File: config.mk
export PLATFORM = sky130hd
export DESIGN_NAME = demux2_stream_flat
export DESIGN_NICKNAME = d
export VERILOG_FILES = /design/src/rtl/demux2_stream_if.sv /design/src/rtl/demux2_stream.sv /design/src/flat_wrapper.sv
export SDC_FILE = /design/constraint.sdc
export NUM_CORES = 1
export LEC_CHECK = 0
export ABC_AREA = 1
export ABC_CLOCK_PERIOD_IN_PS = 1100
export CAP_MARGIN = 20
export CORE_AREA = 2 2 94 96
export CTS_CLUSTER_SIZE = 12
export DETAILED_ROUTE_END_ITERATION = 16
export DIE_AREA = 0 0 96 98
export PLACE_DENSITY = 0.8
export SLEW_MARGIN = 0
export SYNTH_ARGS = -nofsm -noshare
export SYNTH_HDL_FRONTEND = slang
export SYNTH_SLANG_ARGS = --single-unit
export TNS_END_PERCENT = 50
File: constraint.sdc
create_clock -name clk -period 1.1 [get_ports clk]
set_input_delay 0.22 -clock clk [delete_from_list [all_inputs] [get_ports clk]]
set_output_delay 0.22 -clock clk [all_outputs]
set_load 0.05 [all_outputs]
File: src/rtl/demux2_stream_if.sv
// Producer/consumer bundle for the 1-to-2 stream demux: one valid/ready input, two valid/ready outputs, counters.
// master = the surrounding logic (producer and consumers), slave = the demux itself.
interface demux2_stream_if #(
  parameter int n     = 32,
  parameter int CNT_W = 8
);
  logic             in_valid;
  logic             in_ready;
  logic             in_sel;
  logic [n-1:0]     in_data;
  logic             out0_valid;
  logic             out0_ready;
  logic [n-1:0]     out0_data;
  logic             out1_valid;
  logic             out1_ready;
  logic [n-1:0]     out1_data;
  logic [CNT_W-1:0] cnt0;
  logic [CNT_W-1:0] cnt1;

  modport master (
    output in_valid, in_sel, in_data, out0_ready, out1_ready,
    input  in_ready, out0_valid, out0_data, out1_valid, out1_data, cnt0, cnt1
  );

  modport slave (
    input  in_valid, in_sel, in_data, out0_ready, out1_ready,
    output in_ready, out0_valid, out0_data, out1_valid, out1_data, cnt0, cnt1
  );
endinterface

File: src/rtl/demux2_stream.sv
// Registered 1-to-2 stream demux, one-entry slot per channel, 1-cycle latency, full throughput.
// Backpressure: in_ready follows only the selected slot (empty, or draining this cycle); the other channel never blocks it.
module demux2_stream #(
  parameter int n     = 32,
  parameter int CNT_W = 8
) (
  input logic             clk,
  input logic             rst,
  demux2_stream_if.slave  bus
);

  typedef enum logic {
    EMPTY = 1'b0,
    FULL  = 1'b1
  } slot_t;

  slot_t            r_st0;
  slot_t            r_st1;
  slot_t            w_st0_nxt;
  slot_t            w_st1_nxt;
  logic [n-1:0]     r_data0;
  logic [n-1:0]     r_data1;
  logic [CNT_W-1:0] r_cnt0;
  logic [CNT_W-1:0] r_cnt1;

  logic w_rdy0;
  logic w_rdy1;
  logic w_acc0;
  logic w_acc1;
  logic w_drn0;
  logic w_drn1;

  // A full slot can take a new word in the same cycle its consumer drains it.
  always_comb begin
    w_rdy0 = (r_st0 == EMPTY) || bus.out0_ready;
    w_rdy1 = (r_st1 == EMPTY) || bus.out1_ready;
    w_acc0 = bus.in_valid && !bus.in_sel && w_rdy0;
    w_acc1 = bus.in_valid &&  bus.in_sel && w_rdy1;
    w_drn0 = (r_st0 == FULL) && bus.out0_ready;
    w_drn1 = (r_st1 == FULL) && bus.out1_ready;
  end

  always_comb begin
    w_st0_nxt = r_st0;
    w_st1_nxt = r_st1;
    if (w_acc0) begin
      w_st0_nxt = FULL;
    end else if (w_drn0) begin
      w_st0_nxt = EMPTY;
    end
    if (w_acc1) begin
      w_st1_nxt = FULL;
    end else if (w_drn1) begin
      w_st1_nxt = EMPTY;
    end
  end

  always_ff @(posedge clk) begin
    if (rst) begin
      r_st0   <= EMPTY;
      r_st1   <= EMPTY;
      r_data0 <= '0;
      r_data1 <= '0;
      r_cnt0  <= '0;
      r_cnt1  <= '0;
    end else begin
      r_st0 <= w_st0_nxt;
      r_st1 <= w_st1_nxt;
      // Data is only loaded on accept, so a drained slot keeps showing its last word.
      if (w_acc0) begin
        r_data0 <= bus.in_data;
        r_cnt0  <= r_cnt0 + 1'b1;
      end
      if (w_acc1) begin
        r_data1 <= bus.in_data;
        r_cnt1  <= r_cnt1 + 1'b1;
      end
    end
  end

  assign bus.in_ready   = bus.in_sel ? w_rdy1 : w_rdy0;
  assign bus.out0_valid = (r_st0 == FULL);
  assign bus.out1_valid = (r_st1 == FULL);
  assign bus.out0_data  = r_data0;
  assign bus.out1_data  = r_data1;
  assign bus.cnt0       = r_cnt0;
  assign bus.cnt1       = r_cnt1;

endmodule

File: src/flat_wrapper.sv
// flat-port wrapper written by rule: the top's interface ports become plain ports
module demux2_stream_flat 
#(
  parameter int n     = 32,
  parameter int CNT_W = 8
)
  (clk, rst, bus_in_valid, bus_in_sel, bus_in_data, bus_out0_ready, bus_out1_ready, bus_in_ready, bus_out0_valid, bus_out0_data, bus_out1_valid, bus_out1_data, bus_cnt0, bus_cnt1);
  demux2_stream_if #(.n(n), .CNT_W(CNT_W)) bus_i ();
  input logic clk;
  input logic rst;
  input wire logic [$bits(bus_i.in_valid)-1:0] bus_in_valid;
  input wire logic [$bits(bus_i.in_sel)-1:0] bus_in_sel;
  input wire logic [$bits(bus_i.in_data)-1:0] bus_in_data;
  input wire logic [$bits(bus_i.out0_ready)-1:0] bus_out0_ready;
  input wire logic [$bits(bus_i.out1_ready)-1:0] bus_out1_ready;
  output wire logic [$bits(bus_i.in_ready)-1:0] bus_in_ready;
  output wire logic [$bits(bus_i.out0_valid)-1:0] bus_out0_valid;
  output wire logic [$bits(bus_i.out0_data)-1:0] bus_out0_data;
  output wire logic [$bits(bus_i.out1_valid)-1:0] bus_out1_valid;
  output wire logic [$bits(bus_i.out1_data)-1:0] bus_out1_data;
  output wire logic [$bits(bus_i.cnt0)-1:0] bus_cnt0;
  output wire logic [$bits(bus_i.cnt1)-1:0] bus_cnt1;
  assign bus_i.in_valid = bus_in_valid;
  assign bus_i.in_sel = bus_in_sel;
  assign bus_i.in_data = bus_in_data;
  assign bus_i.out0_ready = bus_out0_ready;
  assign bus_i.out1_ready = bus_out1_ready;
  assign bus_in_ready = bus_i.in_ready;
  assign bus_out0_valid = bus_i.out0_valid;
  assign bus_out0_data = bus_i.out0_data;
  assign bus_out1_valid = bus_i.out1_valid;
  assign bus_out1_data = bus_i.out1_data;
  assign bus_cnt0 = bus_i.cnt0;
  assign bus_cnt1 = bus_i.cnt1;
  demux2_stream #(.n(n), .CNT_W(CNT_W)) u_core (.clk(clk), .rst(rst), .bus(bus_i));
endmodule
==> results.ini, run 1 <==
[timing]
rsz0062_at_grt=yes
fin_crit_sh_pct=121.4
slew_headroom_pct=85.67
worst_slew_pin_slew_ns=0.2150
slew_violations=0
hold_viol=0
period_minus_slack_ns=1.335
finalSetupViolCount=64
fmax_ghz=0.7488
setup_ws_ns=-0.2355
clock_skew_ns=0.009710

[routing]
viasPerCell=4.834
wire_per_inst_um=15.72
firstDrtPassIters=4
drt_iter0_markers=98
ant_nets=0
routed_wirelength_mm=10.70
drc_errors=0
vias=3292

[clocking]
clk_latency_ns=0.35
cts_inserted_buffers=9
clockBufferDepth=2
htree_num_levels=3
clkSinkCount=82
cts_tree=yes
cts_root_buffer=clkbuf_8
clk_pin_slew_ns=0.07

[pwr]
p_int_mw=5.451
p_per_area_nw_per_um2=1218
leakage_nw=2.630
pwr-share-seq_pct=42.2
power_frac_clock_pct=28.0
p_total_mw=7.923
swShare_pct=31.20
ir_worst_vdd_v=0.0008013
pwr-share-comb_pct=29.7
power_switching_mw=2.472

[logic_synthesis]
ys.warnings.count=0
synth.distinct_cells=21
ys_ff_latch=82
yosysSeqAreaShare_pct=51.88
syn_inst=417
syn_area_per_cell_um2=7.588
synth_nets=457
syn_area_um2=3164

[global_route]
grt_first_pass_wirelength_mm=17.26
grt_max_degree=43
antenna_found_initial=0
grt_pass1_vias=3465
grt_remaining_overflow=0
track_usage_pct=23.70

[floorplanning]
die_height_um=98
io_pins=121
die_width_um=96
core-area_um2=8466
start_util_pct=37.38
row_count=34
dieArea_um2=9408

[critical_path]
worst-endpoint-required_ns=0.88
cp_top_family=buffers and inverters
cp_slowest_stage_delay_ns=0.52
path_class=in2out
cp-start-kind=input pin
path_cells=clkdlybuf4s50_1 > nor2_4 > o21ai_2 > buf_12
cp_slowest_cell=clkdlybuf4s50_1
worstPathArrival_ns=1.12
path_buf_inv=2
crit_fanout=2
endpoint_kind=output pin

[layout]
layout-drive-gt1-share_pct=51.31
final_common_cell=nor2_1
final_cell_area_um2=6502
n_antenna_cell=0
syn2layout_area_growth_pct=105.5
final_cell_mix=nor2_1, buf_12, o21ai_1, dfxtp_4, dfxtp_2
nNetsFinal=608
fillCellCount=511

[place]
dp_slack_ns=-0.4989
gp_congestion=0.8164
placed_area_um2=5528
hpwl_mm=6.830
numPortBuffers=120

[run_status]
status=finished with violations
failed_checks=negative setup slack

[job]
maxCapViolations=0

[hold_path]
hold_path.class=in2reg

worst paths after layout:
| check | start | to | slack (ns) | cells after the start |
|---|---|---|---|---|
| worst max-delay path | bus_out0_ready | bus_in_ready | -0.24 | 4 |
| worst min-delay path | bus_in_valid | u_core.bus.out0_valid | 0.37 | 3 |
| worst max register to register | u_core.bus.out0_valid | u_core.bus.out0_data[28] | -0.21 | 8 |
| worst min register to register | u_core.bus.out1_data[13] | u_core.bus.out1_data[13] | 0.50 | 2 |
cell type report:
| class | instances | area (um2) | area share, % |
|---|---|---|---|
| Timing Repair Buffer | 162 | 2631 | 40.47 |
| Clock buffer | 14 | 195.2 | 3.002 |
| Tap cell | 108 | 135.1 | 2.078 |
| Inverter | 24 | 92.59 | 1.424 |
| Sequential cell | 82 | 1852 | 28.48 |
| Multi-Input combinational cell | 289 | 1583 | 24.34 |
| Clock inverter | 2 | 13.76 | 0.2117 |
power by group through the flow:
stage	Sequential [mW]	Clock (mW)	Combinational, mW
floorplan	3.91	0	0.412
global placement	3.39	0	2.03
detailed placement	3.40	0	2.07
CTS	3.36	2.26	2.31
global route	3.37	2.39	2.46
finish	3.35	2.22	2.36
layer usage:
| layer | routed length (um) | global-route usage, % |
|---|---|---|
| met1 | 4271 | 28.38 |
| met5 | 0 | 0 |
| met2 | 5732 | 40.65 |
| met3 | 462 | 4.630 |
| met4 | 236 | 10.00 |
synthesized netlist by cell type, drive strengths merged:
library cell  count  area share, %
buf              13            3.8
nor3              2           0.32
nand3             6           0.95
nor2            158             19
inv              24            2.8
dfxtp            82             52
clkbuf            9            1.2
a21oi             9            1.8
o21ai            71             11
nand4             6            1.2
nand2            35            4.6
ha                2           0.79
what timing repair did:
item / 4_1_cts / 5_1_grt
gates cloned: 8 / 0
endpoints found under the hold margin: 0 / 0
setup endpoints to repair: 150 / 121
gates resized for setup: 140 / 86
hold buffers: 0 / 0
pin swaps: 34 / 28
buffers inserted: 17 / 3
worst register-to-register path, stage by stage, from the launching register on:
cell and delay, ns:
dfxtp_4 0.36, inv_4 0.05, nor2_4 0.04, buf_4 0.13, nor2_4 0.18, buf_6 0.18, buf_12 0.13, o21ai_2 0.06
nor2_1 0.12
stage by stage:
stage	cells	hold slack, ns	TNS, ns	utilization, %
floorplan	417	0.2794	-0.2010	-
global placement	646	0.5115	-30.98	65.30
detailed placement	646	0.5188	-34.71	65.30
CTS	686	0.3461	-7.687	75.21
global route	681	0.3807	-11.14	76.81
finish	681	0.3736	-6.689	76.81
logic make-up (layout without fill, tap and decap cells):
| logic type | Yosys count | in the layout | share of synthesized area [%] |
|---|---|---|---|
| compound gates | 80 | 80 | 13.01 |
| fa+ha+maj | 2 | 2 | 0.7907 |
| buf+inv | 46 | 202 | 7.790 |
| flops | 82 | 82 | 51.88 |
| simple gates | 207 | 207 | 26.53 |
state kept, by name (all words and copies together), names as in the netlist:
register,count
u_core.bus.out0_data,32
u_core.bus.out1_data,32
u_core.bus.cnt0,8
u_core.bus.out1_valid,1
u_core.bus.cnt1,8
u_core.bus.out0_valid,1
Note: power is estimated with default switching activity, not from simulation.
==> run 2: changes to the inputs <==
RECOVER_POWER = 25   (was default)
==> results of run 2 <==
No change in the layout: final DEF, timing and power equal those of run 1.
==> run 3: changes to the inputs <==
CTS_CLUSTER_DIAMETER = 60   (was default)
SETUP_SLACK_MARGIN = 0.3   (was default)
==> run 3 against run 2 <==
Compared with the run above:
- the run still ends with negative setup slack left
- core utilization increased by 3.0 points
- design area increased by 4.0%
- global-route usage increased by 1.2 points
- die area unchanged
- worst setup slack got worse by 0.040 ns
- combinational power increased by 6%
- sequential share of layout area decreased by 1.2 points
- sequential power about the same
- total power increased by 5.2%
- clock power increased by 11%
- critical path type is now reg2reg
- largest cell class unchanged
- highest routed layer unchanged
==> results.ini, run 3 (synthesis gave the netlist of run 1 again) <==
[timing]
finalSetupViolCount=99  ; +55%
fmax_ghz=0.7272  ; -2.9%
period_minus_slack_ns=1.375  ; +0.03969 ns
hold_viol=0  ; unchanged
setup_ws_ns=-0.2752  ; -0.03969 ns
rsz0062_at_grt=yes
slew_violations=0  ; unchanged
fin_crit_sh_pct=125.0  ; +3.6 points
clock_skew_ns=0.01551  ; +0.005803 ns
worst_slew_pin_slew_ns=0.2166  ; +0.001642 ns
slew_headroom_pct=85.52  ; -0.14 points

[global_route]
track_usage_pct=24.88  ; +1.2 points
grt_pass1_vias=3620  ; +4.5%
use_met1_pct=27.79  ; -0.59 points
grt_first_pass_wirelength_mm=18.16  ; +5.2%
grt_remaining_overflow=0  ; unchanged
met3_usage_pct=6.096  ; +1.5 points
grt.busiest_layer=met2
antenna_found_initial=0  ; unchanged
grt_max_degree=43  ; unchanged
grt_use_met2_pct=44.50  ; +3.8 points

[clocking]
clockBufferDepth=2  ; unchanged
cts_tree=yes
clk_pin_slew_ns=0.09  ; +0.02 ns
cts_root_buffer=clkbuf_8
clk_latency_ns=0.36  ; about the same
clkSinkCount=82  ; unchanged
htree_num_levels=3  ; unchanged
cts_inserted_buffers=9  ; unchanged

[place]
numPortBuffers=120  ; unchanged
placed_area_um2=5504  ; -0.43%
dp_slack_ns=-0.4881  ; +0.01081 ns
gp_congestion=0.8279  ; +1.4%
hpwl_mm=6.790  ; -0.59%

[critical_path]
crit_fanout=8  ; +6
worst-endpoint-required_ns=1.39  ; +0.51 ns
path_class=reg2reg
worstReg2RegStart=u_core.bus.out0_valid
worstPathArrival_ns=1.66  ; +0.54 ns
crit_start=u_core.bus.out0_valid
endpoint_kind=register
r2r_cells=8  ; unchanged
rrSetupSlack_ns=-0.28  ; -0.07 ns
cp-start-kind=register
r2r_end=u_core.bus.out0_data[19]

[hold_path]
worstHoldEndpoint=u_core.bus.out1_valid
holdPathStages=3  ; unchanged
hold_path.class=in2reg
worstHoldStart=bus_in_valid

[layout]
final_cell_area_um2=6760  ; +4.0%
seqCellArea_um2=1847  ; -0.27%
final_common_cell=nor2_1
n_antenna_cell=0  ; unchanged
nNetsFinal=615  ; +1.2%
fillCellCount=437  ; -14%
syn2layout_area_growth_pct=113.6
layout-drive-gt1-share_pct=54.31  ; +3.0 points
fin_util_pct=79.86  ; +3.0 points
final_cell_mix=nor2_1, buf_12, o21ai_1, dfxtp_4, dfxtp_2
multiInputGateArea_um2=1649  ; +4.2%

[pwr]
p_per_area_nw_per_um2=1233  ; +1.2%
ir_worst_vdd_v=0.0007485  ; -6.6%
leakage_nw=2.725  ; +3.6%

[run_status]
failed_checks=negative setup slack
status=finished with violations

[routing]
wire_per_inst_um=18.23  ; +16%
drc_errors=0  ; unchanged
firstDrtPassIters=4  ; unchanged
ant_nets=0  ; unchanged
vias=3537  ; +7.4%
viasPerCell=5.141  ; +6.3%
drt_iter0_markers=182  ; +86%
routed_wirelength_mm=12.54  ; +17%

[floorplanning]
io_pins=121  ; unchanged
die_width_um=96  ; unchanged
start_util_pct=37.38  ; unchanged
dieArea_um2=9408  ; unchanged
row_count=34  ; unchanged
core-area_um2=8466  ; unchanged
die_height_um=98  ; unchanged

[job]
maxCapViolations=0  ; unchanged

## run 3: changes by cell type in the layout (fill, tap and decap cells not counted), moves of 4 or more
| cell | delta |
|---|---|
| buf_16 | +5 |
| nand3_1 | -4 |
| nor2_2 | +4 |
| nor2_4 | +4 |
| o21ai_1 | +7 |
| o21ai_2 | -6 |
| nor2_1 | -8 |
| nand3_2 | +4 |
## run 3: area by class of cell
type                    instances  share of cell area, %
clock buffers                  12                  2.610
clock inverters                 4                 0.8329
inverters                      24                  1.407
multi-input cells             289                  24.39
flip-flops and latches         82                  27.32
well taps                     108                  1.999
repair buffers                169                  41.44
## run 3: how the worst max path moves through the flow
stage                                to  slack [ns]
2_1_floorplan        u_core.bus.cnt0[4]       -0.04
3_3_place_gp         u_core.bus.cnt1[4]       -0.43
3_5_place_dp         u_core.bus.cnt0[7]       -0.49
4_1_cts                    bus_in_ready       -0.22
5_1_grt        u_core.bus.out0_data[19]       -0.30
6_report       u_core.bus.out0_data[19]       -0.28
## run 3: metrics by stage
step                      setup TNS (ns)  power, mW  hold WS, ns  std cells
after floorplan                  -0.1336      4.320       0.2794        417
after global placement            -31.19      5.404       0.5063        641
after detailed placement          -34.37      5.450       0.5104        641
after CTS                         -7.894      8.109       0.3485        682
after global routing              -15.93      8.590       0.3659        688
final                             -11.55      8.336       0.3684        688
## run 3: what timing repair did
action                                  in CTS  in global routing
hold buffers                                 0                  0
cloned                                       8                  2
resized for setup                          138                 85
pin swaps                                   22                 28
setup buffers                               17                  4
endpoints found under the setup margin     163                163
## run 3: report_power, final
group / leakage, nW / total [mW] / switching, mW / internal (mW)
clock: 0.118 / 2.47 / 1.15 / 1.32
combinational: 1.89 / 2.50 / 1.26 / 1.24
sequential: 0.718 / 3.36 / 0.241 / 3.12
total: 2.73 / 8.34 / 2.65 / 5.69
## run 3: worst max-delay path, stage by stage, from the launching register on
cell       delay [ns]
dfxtp_4          0.36
inv_4            0.06
nor2_4           0.04
buf_6            0.12
nor2_4           0.20
buf_6            0.17
clkbuf_16        0.16
o21ai_1          0.08
nor2_1           0.12
## run 3: routing by layer
layer / share of wire, % / wire length [um]
met1: 36 / 4511
met2: 56 / 6984
met3: 4.5 / 565
met5: 0 / 0
met4: 3.8 / 477
